<file path="config.mk">
export PLATFORM = sky130hd
export DESIGN_NAME = maze_path_finder
export DESIGN_NICKNAME = d
export VERILOG_FILES = /design/src/rtl/maze_pkg.sv /design/src/rtl/maze_dfs_stack.sv /design/src/rtl/maze_path_finder.sv
export SDC_FILE = /design/constraint.sdc
export NUM_CORES = 1
export LEC_CHECK = 0
export CORE_MARGIN = 10
export CORE_UTILIZATION = 64
export DETAILED_ROUTE_END_ITERATION = 16
export HOLD_SLACK_MARGIN = 0.05
export PLACE_DENSITY = 0.87
export SLEW_MARGIN = 30
export SYNTH_ARGS = -nofsm -noshare
export SYNTH_HDL_FRONTEND = slang
export SYNTH_SLANG_ARGS = --single-unit
</file>
<file path="constraint.sdc">
create_clock -name clk -period 9.5 [get_ports clk]
set_clock_uncertainty 0.2 [all_clocks]
set_input_delay 1.9 -clock clk [delete_from_list [all_inputs] [get_ports clk]]
set_output_delay 1.9 -clock clk [all_outputs]
set_load 0.05 [all_outputs]
</file>
<file path="src/rtl/maze_pkg.sv">
// Shared definitions for the maze path finder.
//   maze_state_e : controller state encoding
//   DIR_*        : neighbour encoding, also the search priority order (lowest first)
//   coord_w()    : width needed to hold a row or column index of an N x N maze
package maze_pkg;

    typedef enum logic [2:0] {
        ST_IDLE   = 3'd0,
        ST_LOAD   = 3'd1,
        ST_INIT   = 3'd2,
        ST_SEARCH = 3'd3,
        ST_OUTPUT = 3'd4
    } maze_state_e;

    localparam logic [1:0] DIR_DOWN = 2'd0;  // row + 1
    localparam logic [1:0] DIR_CM1  = 2'd1;  // col - 1
    localparam logic [1:0] DIR_UP   = 2'd2;  // row - 1 (four-direction mode only)
    localparam logic [1:0] DIR_CP1  = 2'd3;  // col + 1 (four-direction mode only)

    function automatic int coord_w(input int n);
        return (n > 2) ? $clog2(n) : 1;
    endfunction

endpackage

</file>
<file path="src/rtl/maze_dfs_stack.sv">
// LIFO of {row,col} cells for the depth-first search.
//   clear     : empty the stack; a push in the same cycle lands at entry 0
//   push/pop  : at most one per cycle; push wins
//   push_data : {row,col} to push
//   top_data  : entry sp-1 (undefined when empty)
//   rd_idx    : index for the streaming read port, rd_data = entry rd_idx
//   sp        : number of entries held, empty = (sp == 0)
module maze_dfs_stack
    import maze_pkg::*;
#(
    parameter int N  = 8,
    parameter int CW = 3
) (
    input  logic                      clk,
    input  logic                      rst_n,
    input  logic                      clear,
    input  logic                      push,
    input  logic                      pop,
    input  logic [2*CW-1:0]           push_data,
    input  logic [$clog2(N*N)-1:0]    rd_idx,
    output logic [2*CW-1:0]           top_data,
    output logic [2*CW-1:0]           rd_data,
    output logic [$clog2(N*N+1)-1:0]  sp,
    output logic                      empty
);
    localparam int DEPTH = N * N;
    localparam int AW    = $clog2(DEPTH);
    localparam int PW    = $clog2(DEPTH + 1);

    logic [2*CW-1:0] mem_q [DEPTH];
    logic [PW-1:0]   sp_q, sp_d, base;

    always_comb begin
        base = clear ? '0 : sp_q;
        sp_d = base;
        if (push)
            sp_d = base + 1'b1;
        else if (pop && base != '0)
            sp_d = base - 1'b1;
    end

    always_ff @(posedge clk or negedge rst_n) begin
        if (!rst_n) sp_q <= '0;
        else        sp_q <= sp_d;
    end

    // Storage needs no reset: only entries below sp are ever read meaningfully.
    always_ff @(posedge clk) begin
        if (push) mem_q[AW'(base)] <= push_data;
    end

    assign top_data = mem_q[AW'(sp_q - 1'b1)];
    assign rd_data  = mem_q[rd_idx];
    assign sp       = sp_q;
    assign empty    = (sp_q == '0);

endmodule

</file>
<file path="src/rtl/maze_path_finder.sv">
// Rat-in-a-maze solver: loads an N x N maze row by row, depth-first searches
// from (0,N-1) to (N-1,0) and streams the path, or pulses no_path.
//   in_valid/maze         : row beat, bit c = cell (row,c) open
//   busy                  : operation in progress (not IDLE)
//   out_valid/out_row/out_col/out_last : path stream, start cell first, goal last
//   no_path               : one-cycle pulse when no route exists
//
// state  | meaning
// IDLE   | waiting for row 0
// LOAD   | storing rows 1..N-1, in_valid=0 stalls
// INIT   | check start/goal open, seed the stack with the start cell
// SEARCH | one push (first free neighbour) or one pop per cycle
// OUTPUT | stream stack entries 0..sp-1
module maze_path_finder
    import maze_pkg::*;
#(
    parameter int N        = 8,
    parameter int FOUR_DIR = 0
) (
    input  logic                  clk,
    input  logic                  rst_n,
    input  logic                  in_valid,
    input  logic [N-1:0]          maze,
    output logic                  busy,
    output logic                  out_valid,
    output logic [coord_w(N)-1:0] out_row,
    output logic [coord_w(N)-1:0] out_col,
    output logic                  out_last,
    output logic                  no_path
);
    localparam int CW = coord_w(N);
    localparam int AW = $clog2(N * N);
    localparam int PW = $clog2(N * N + 1);
    localparam logic [CW:0] CN = (CW + 1)'(N);

    localparam logic [2:0] S_IDLE   = 3'(ST_IDLE);
    localparam logic [2:0] S_LOAD   = 3'(ST_LOAD);
    localparam logic [2:0] S_INIT   = 3'(ST_INIT);
    localparam logic [2:0] S_SEARCH = 3'(ST_SEARCH);
    localparam logic [2:0] S_OUTPUT = 3'(ST_OUTPUT);

    logic [2:0]          state_q, state_d;
    logic [CW-1:0]       row_cnt_q, row_cnt_d;
    logic [N-1:0][N-1:0] maze_q, maze_d;
    logic [N-1:0][N-1:0] vis_q, vis_d;
    logic [AW-1:0]       idx_q, idx_d;
    logic                out_valid_q, out_valid_d, out_last_q, out_last_d;
    logic                no_path_q, no_path_d;
    logic [CW-1:0]       out_row_q, out_row_d, out_col_q, out_col_d;

    logic                stk_clear, stk_push, stk_pop, stk_empty;
    logic [2*CW-1:0]     stk_push_data, stk_top, stk_rd;
    logic [PW-1:0]       stk_sp;
    logic [CW-1:0]       top_row, top_col, sel_r, sel_c;
    logic                sel_ok;
    logic [CW:0]         cand_r [4];
    logic [CW:0]         cand_c [4];
    logic [3:0]          cand_ok;

    maze_dfs_stack #(.N(N), .CW(CW)) u_stack (
        .clk       (clk),
        .rst_n     (rst_n),
        .clear     (stk_clear),
        .push      (stk_push),
        .pop       (stk_pop),
        .push_data (stk_push_data),
        .rd_idx    (idx_q),
        .top_data  (stk_top),
        .rd_data   (stk_rd),
        .sp        (stk_sp),
        .empty     (stk_empty)
    );

    assign {top_row, top_col} = stk_top;

    // Neighbours are formed one bit wider than a coordinate so that row N and
    // col -1 (all ones) both fail the unsigned "< N" bound instead of wrapping.
    always_comb begin
        cand_r[DIR_DOWN] = {1'b0, top_row} + 1'b1;
        cand_c[DIR_DOWN] = {1'b0, top_col};
        cand_r[DIR_CM1]  = {1'b0, top_row};
        cand_c[DIR_CM1]  = {1'b0, top_col} - 1'b1;
        cand_r[DIR_UP]   = {1'b0, top_row} - 1'b1;
        cand_c[DIR_UP]   = {1'b0, top_col};
        cand_r[DIR_CP1]  = {1'b0, top_row};
        cand_c[DIR_CP1]  = {1'b0, top_col} + 1'b1;
        cand_ok = '0;
        for (int d = 0; d < 4; d++) begin
            cand_ok[2'(d)] = (cand_r[2'(d)] < CN) && (cand_c[2'(d)] < CN)
                && (d < 2 || FOUR_DIR != 0)
                && maze_q[cand_r[2'(d)][CW-1:0]][cand_c[2'(d)][CW-1:0]]
                && !vis_q[cand_r[2'(d)][CW-1:0]][cand_c[2'(d)][CW-1:0]];
        end
        // Walk from lowest priority up so the highest-priority hit wins.
        sel_ok = 1'b0;
        sel_r  = '0;
        sel_c  = '0;
        for (int d = 3; d >= 0; d--) begin
            if (cand_ok[2'(d)]) begin
                sel_ok = 1'b1;
                sel_r  = cand_r[2'(d)][CW-1:0];
                sel_c  = cand_c[2'(d)][CW-1:0];
            end
        end
    end

    always_comb begin
        state_d       = state_q;
        row_cnt_d     = row_cnt_q;
        maze_d        = maze_q;
        vis_d         = vis_q;
        idx_d         = idx_q;
        out_valid_d   = 1'b0;
        out_last_d    = 1'b0;
        out_row_d     = '0;
        out_col_d     = '0;
        no_path_d     = 1'b0;
        stk_clear     = 1'b0;
        stk_push      = 1'b0;
        stk_pop       = 1'b0;
        stk_push_data = {sel_r, sel_c};
        case (state_q)
            S_IDLE: begin
                if (in_valid) begin
                    maze_d[0] = maze;
                    row_cnt_d = CW'(1);
                    state_d   = S_LOAD;
                end
            end
            S_LOAD: begin
                if (in_valid) begin
                    maze_d[row_cnt_q] = maze;
                    if (row_cnt_q == CW'(N - 1)) state_d = S_INIT;
                    else                         row_cnt_d = row_cnt_q + 1'b1;
                end
            end
            S_INIT: begin
                if (!maze_q[0][N-1] || !maze_q[N-1][0]) begin
                    no_path_d = 1'b1;
                    state_d   = S_IDLE;
                end else begin
                    stk_clear          = 1'b1;
                    stk_push           = 1'b1;
                    stk_push_data      = {CW'(0), CW'(N - 1)};
                    vis_d              = '0;
                    vis_d[0][N-1]      = 1'b1;
                    state_d            = S_SEARCH;
                end
            end
            S_SEARCH: begin
                if (stk_empty) begin
                    no_path_d = 1'b1;
                    state_d   = S_IDLE;
                end else if (top_row == CW'(N - 1) && top_col == '0) begin
                    idx_d   = '0;
                    state_d = S_OUTPUT;
                end else if (sel_ok) begin
                    stk_push            = 1'b1;
                    vis_d[sel_r][sel_c] = 1'b1;
                end else begin
                    stk_pop = 1'b1;
                    if (stk_sp == PW'(1)) begin
                        no_path_d = 1'b1;
                        state_d   = S_IDLE;
                    end
                end
            end
            S_OUTPUT: begin
                // Leave only once the last beat is on the outputs, so busy
                // covers the whole stream.
                if (out_last_q) begin
                    state_d = S_IDLE;
                end else begin
                    out_valid_d            = 1'b1;
                    {out_row_d, out_col_d} = stk_rd;
                    out_last_d             = (PW'(idx_q) + 1'b1 == stk_sp);
                    idx_d                  = idx_q + 1'b1;
                end
            end
            default: state_d = S_IDLE;
        endcase
    end

    always_ff @(posedge clk or negedge rst_n) begin
        if (!rst_n) begin
            state_q     <= S_IDLE;
            row_cnt_q   <= '0;
            maze_q      <= '0;
            vis_q       <= '0;
            idx_q       <= '0;
            out_valid_q <= 1'b0;
            out_last_q  <= 1'b0;
            out_row_q   <= '0;
            out_col_q   <= '0;
            no_path_q   <= 1'b0;
        end else begin
            state_q     <= state_d;
            row_cnt_q   <= row_cnt_d;
            maze_q      <= maze_d;
            vis_q       <= vis_d;
            idx_q       <= idx_d;
            out_valid_q <= out_valid_d;
            out_last_q  <= out_last_d;
            out_row_q   <= out_row_d;
            out_col_q   <= out_col_d;
            no_path_q   <= no_path_d;
        end
    end

    assign busy      = (state_q != S_IDLE);
    assign out_valid = out_valid_q;
    assign out_last  = out_last_q;
    assign out_row   = out_row_q;
    assign out_col   = out_col_q;
    assign no_path   = no_path_q;

endmodule

</file>
==> results.txt <==
outcome = finished, final reports clean
final hold viol count = 0
setup_tns = 0 ns
Worst-Skew Late Latency = 0.63 ns
Die X = 223.0 um
Crit Path Max Fanout = 35
Core ar. = 40830 sq um
antenna cells = 0
maxcap violations = 0
Post-Syn Instances = 1842
Design Power = 11.26 mW
final cell count without fillers = 2398
Setup Buffers After CTS = 0
worst reg2reg setup slack = 1.12 ns
Post-synth EDFFs = 384
clk sink count = 540
asr flop ratio synth = 28.89%
area leader, netlist = edfxtp_1
Data arrival, critical path = 8.56 ns
critical path endpoint category = flop
initial antenna violation count = 1
Peak VDD IR = 0.0006826 V
Longest Clk Path Bufs = 3
# resized after CTS = 0
RSZ-0062 raised after global routing = no
first-pass GRT wire length = 111000 um
number of routed nets with antenna violations = 0
Post-Syn Area per Cell = 14.32 sq um
Remaining Overflow, GRT = 0
CTS tree = built
Seq/Total Area, Yosys = 58.52%
YS warnings = 0
Worst Max-Slew Pin Slew = 1.037 ns
final setup violation count = 0
worst path required time = 9.68 ns
pwr dens = 391.1 nW/um^2
via/cell ratio = 7.477
Pleak = 9.575 nW
Tmin final = 8.384 ns
die height = 223.0 um
area of the die = 49730 sq um
Top FF cell, synth = edfxtp_1
WL/cell = 30.42 um
startpoint class of the critical path = flop
Synth Cell Area = 26380 sq um
routed wire length = 72940 um
Final GP Congestion = 0.9766
fillcell total = 2513
Synth top area share = 43.72%
Syn Nets = 1863
Relative slew margins = 30.61%
Starting Density = 64.60%
worst hold-check path type = flop to flop
share of layout cells above drive strength 1 = 21.70%
post-synth cell types = 83
DR pass1 iterations = 8
drt drc = 0
area delta synth->final = 9.112%
Max Clk Rate = 119.3 MHz
GR Util All Layers = 28.99%
clk slew on worst S/H paths = 0.06 ns
Num CTS Buffers = 53
Layout Nets = 1843
DP HPWL = 46490 um
root buffer cell = clkbuf_16
number of I/O pins = 21
largest net degree at the start of global routing = 115
crit path kind = flop to flop
largest cells by area after synthesis = edfxtp_1, dfrtp_1, mux4_2
I/O Buffers = 20
cell area after layout = 28780 sq um
placed cell area = 27040 sq um
max-slew violation count = 0
Post-CTS Hold Buffers = 0
Seq cells post-synth = 540
final worst-path cycle share = 88.25%
Starting DRT DRC Count = 2800
vias in the first global route = 17980
FP Rows = 74
via count of the routed design = 17930
Core Util, Final = 70.48%
placed cells = 2299
H-tree levels = 2
[stage by stage]
step / setup WS [ns] / hold slack (ns)
CTS: 1.273 / 0.2753
finish: 1.116 / 0.2746
detailed placement: 1.329 / 0.2622
floorplan: 1.681 / 0.2391
global route: 0.6762 / 0.2969
global placement: 1.426 / 0.2544
[worst max-delay path: stages, from the launching register on]
cell and delay [ns]:
dfrtp_4 0.73, inv_1 0.31, ha_4 0.27, xor2_2 0.71
mux4_2 0.59, a22oi_1 0.20, o311ai_1 0.19, o22a_1 0.39
nand2_2 0.33, inv_4 0.14, ha_2 0.21, ha_1 0.87
nor2_1 0.11, a21oi_1 0.21, nand2_1 0.08, mux2_2 0.30
o211a_1 0.15, nor4_4 0.34, nand2_1 0.29, nand2_1 0.23
mux2i_1 0.13, nor2_4 0.60, buf_4 0.48
[final timing paths]
kind                                         start                             end  cells past startpoint
max                        u_stack.sp[0]$_DFF_PN0_  u_stack.mem_q[50][4]$_DFFE_PP_                     22
min                          vis_q[36]$_DFFE_PN0P_           vis_q[36]$_DFFE_PN0P_                      2
max reg2reg                u_stack.sp[0]$_DFF_PN0_  u_stack.mem_q[50][4]$_DFFE_PP_                     22
min reg2reg                  vis_q[36]$_DFFE_PN0P_           vis_q[36]$_DFFE_PN0P_                      2
max in group asynchronous                    rst_n           vis_q[32]$_DFFE_PN0P_                      2
min in group asynchronous                    rst_n            out_col[0]$_DFF_PN0_                      1
[state kept, by name (all words and copies together) (netlist names)]
register and count:
idx_q 6, out_valid 1, vis_q 64, no_path 1
row_cnt_q 3, state_q 3, out_last 1, out_row 3
u_stack.sp 7, out_col 3, u_stack.mem_q 384, maze_q 64
[synthesized netlist by cell type (all sizes together) (13+ instances only)]
library cell	instances
a211oi	30
a21oi	72
buf	57
clkbuf	78
dfrtp	156
edfxtp	384
inv	40
mux2	86
mux2i	100
mux4	155
nand2	180
nand3	31
nor2	108
nor3	16
o21ai	91
o221ai	28
o22ai	25
o31ai	14
o32a	16
o32ai	16
o41ai	17
xnor2	13
[logic make-up after synthesis]
family | synth area share [%]
muxes | 20.83
xor gates and xnor gates | 0.8254
adders and majority gates | 0.4744
buffers and inverters | 3.074
and+or+nand+nor | 7.035
DFF | 58.52
AOI/OAI and AO/OA | 9.245
[layer usage]
layer | vias up | global-route usage [%] | routed length (um)
met1 | 8850 | 37.79 | 25930
met5 | - | 0 | 0
li1 | 7233 | - | -
met2 | 1526 | 45.66 | 34700
met4 | 0 | 14.10 | 3767
met3 | 320 | 6.355 | 8537
[power breakdown]
group          internal (mW)  switching, mW
Sequential              4.25          0.145
Combinational           1.33           3.43
Clock                   1.19          0.901
[layout by cell type, fill, tap and decap left out, drive strengths merged, types with 8 or more instances in the layout]
cell and count:
o21ai 91, nor3 16, mux2 86, buf 41
clkdlybuf4s50 19, nor2 108, clkinv 18, o32a 16
o221ai 28, xor2 8, mux4 155, nand4 12
o41ai 17, o32ai 16, nor2b 8, o22ai 25
ha 10, nand3 31, clkbuf 71, a21oi 72
xnor2 13, a211oi 30, o31ai 14, inv 42
mux2i 100, dfrtp 156, nand2 180, edfxtp 384
[cell type report]
| type | instances | area, sq um | area share, % |
|---|---|---|---|
| Clock buffer | 71 | 1456 | 5.060 |
| Clock inverter | 28 | 269.0 | 0.9347 |
| Sequential cell | 540 | 15450 | 53.68 |
| Multi-Input combinational cell | 1127 | 10270 | 35.70 |
| Inverter | 40 | 152.6 | 0.5304 |
| Tap cell | 532 | 665.6 | 2.313 |
| Timing Repair Buffer | 60 | 514.2 | 1.787 |
(Power assumes the default switching activity.)
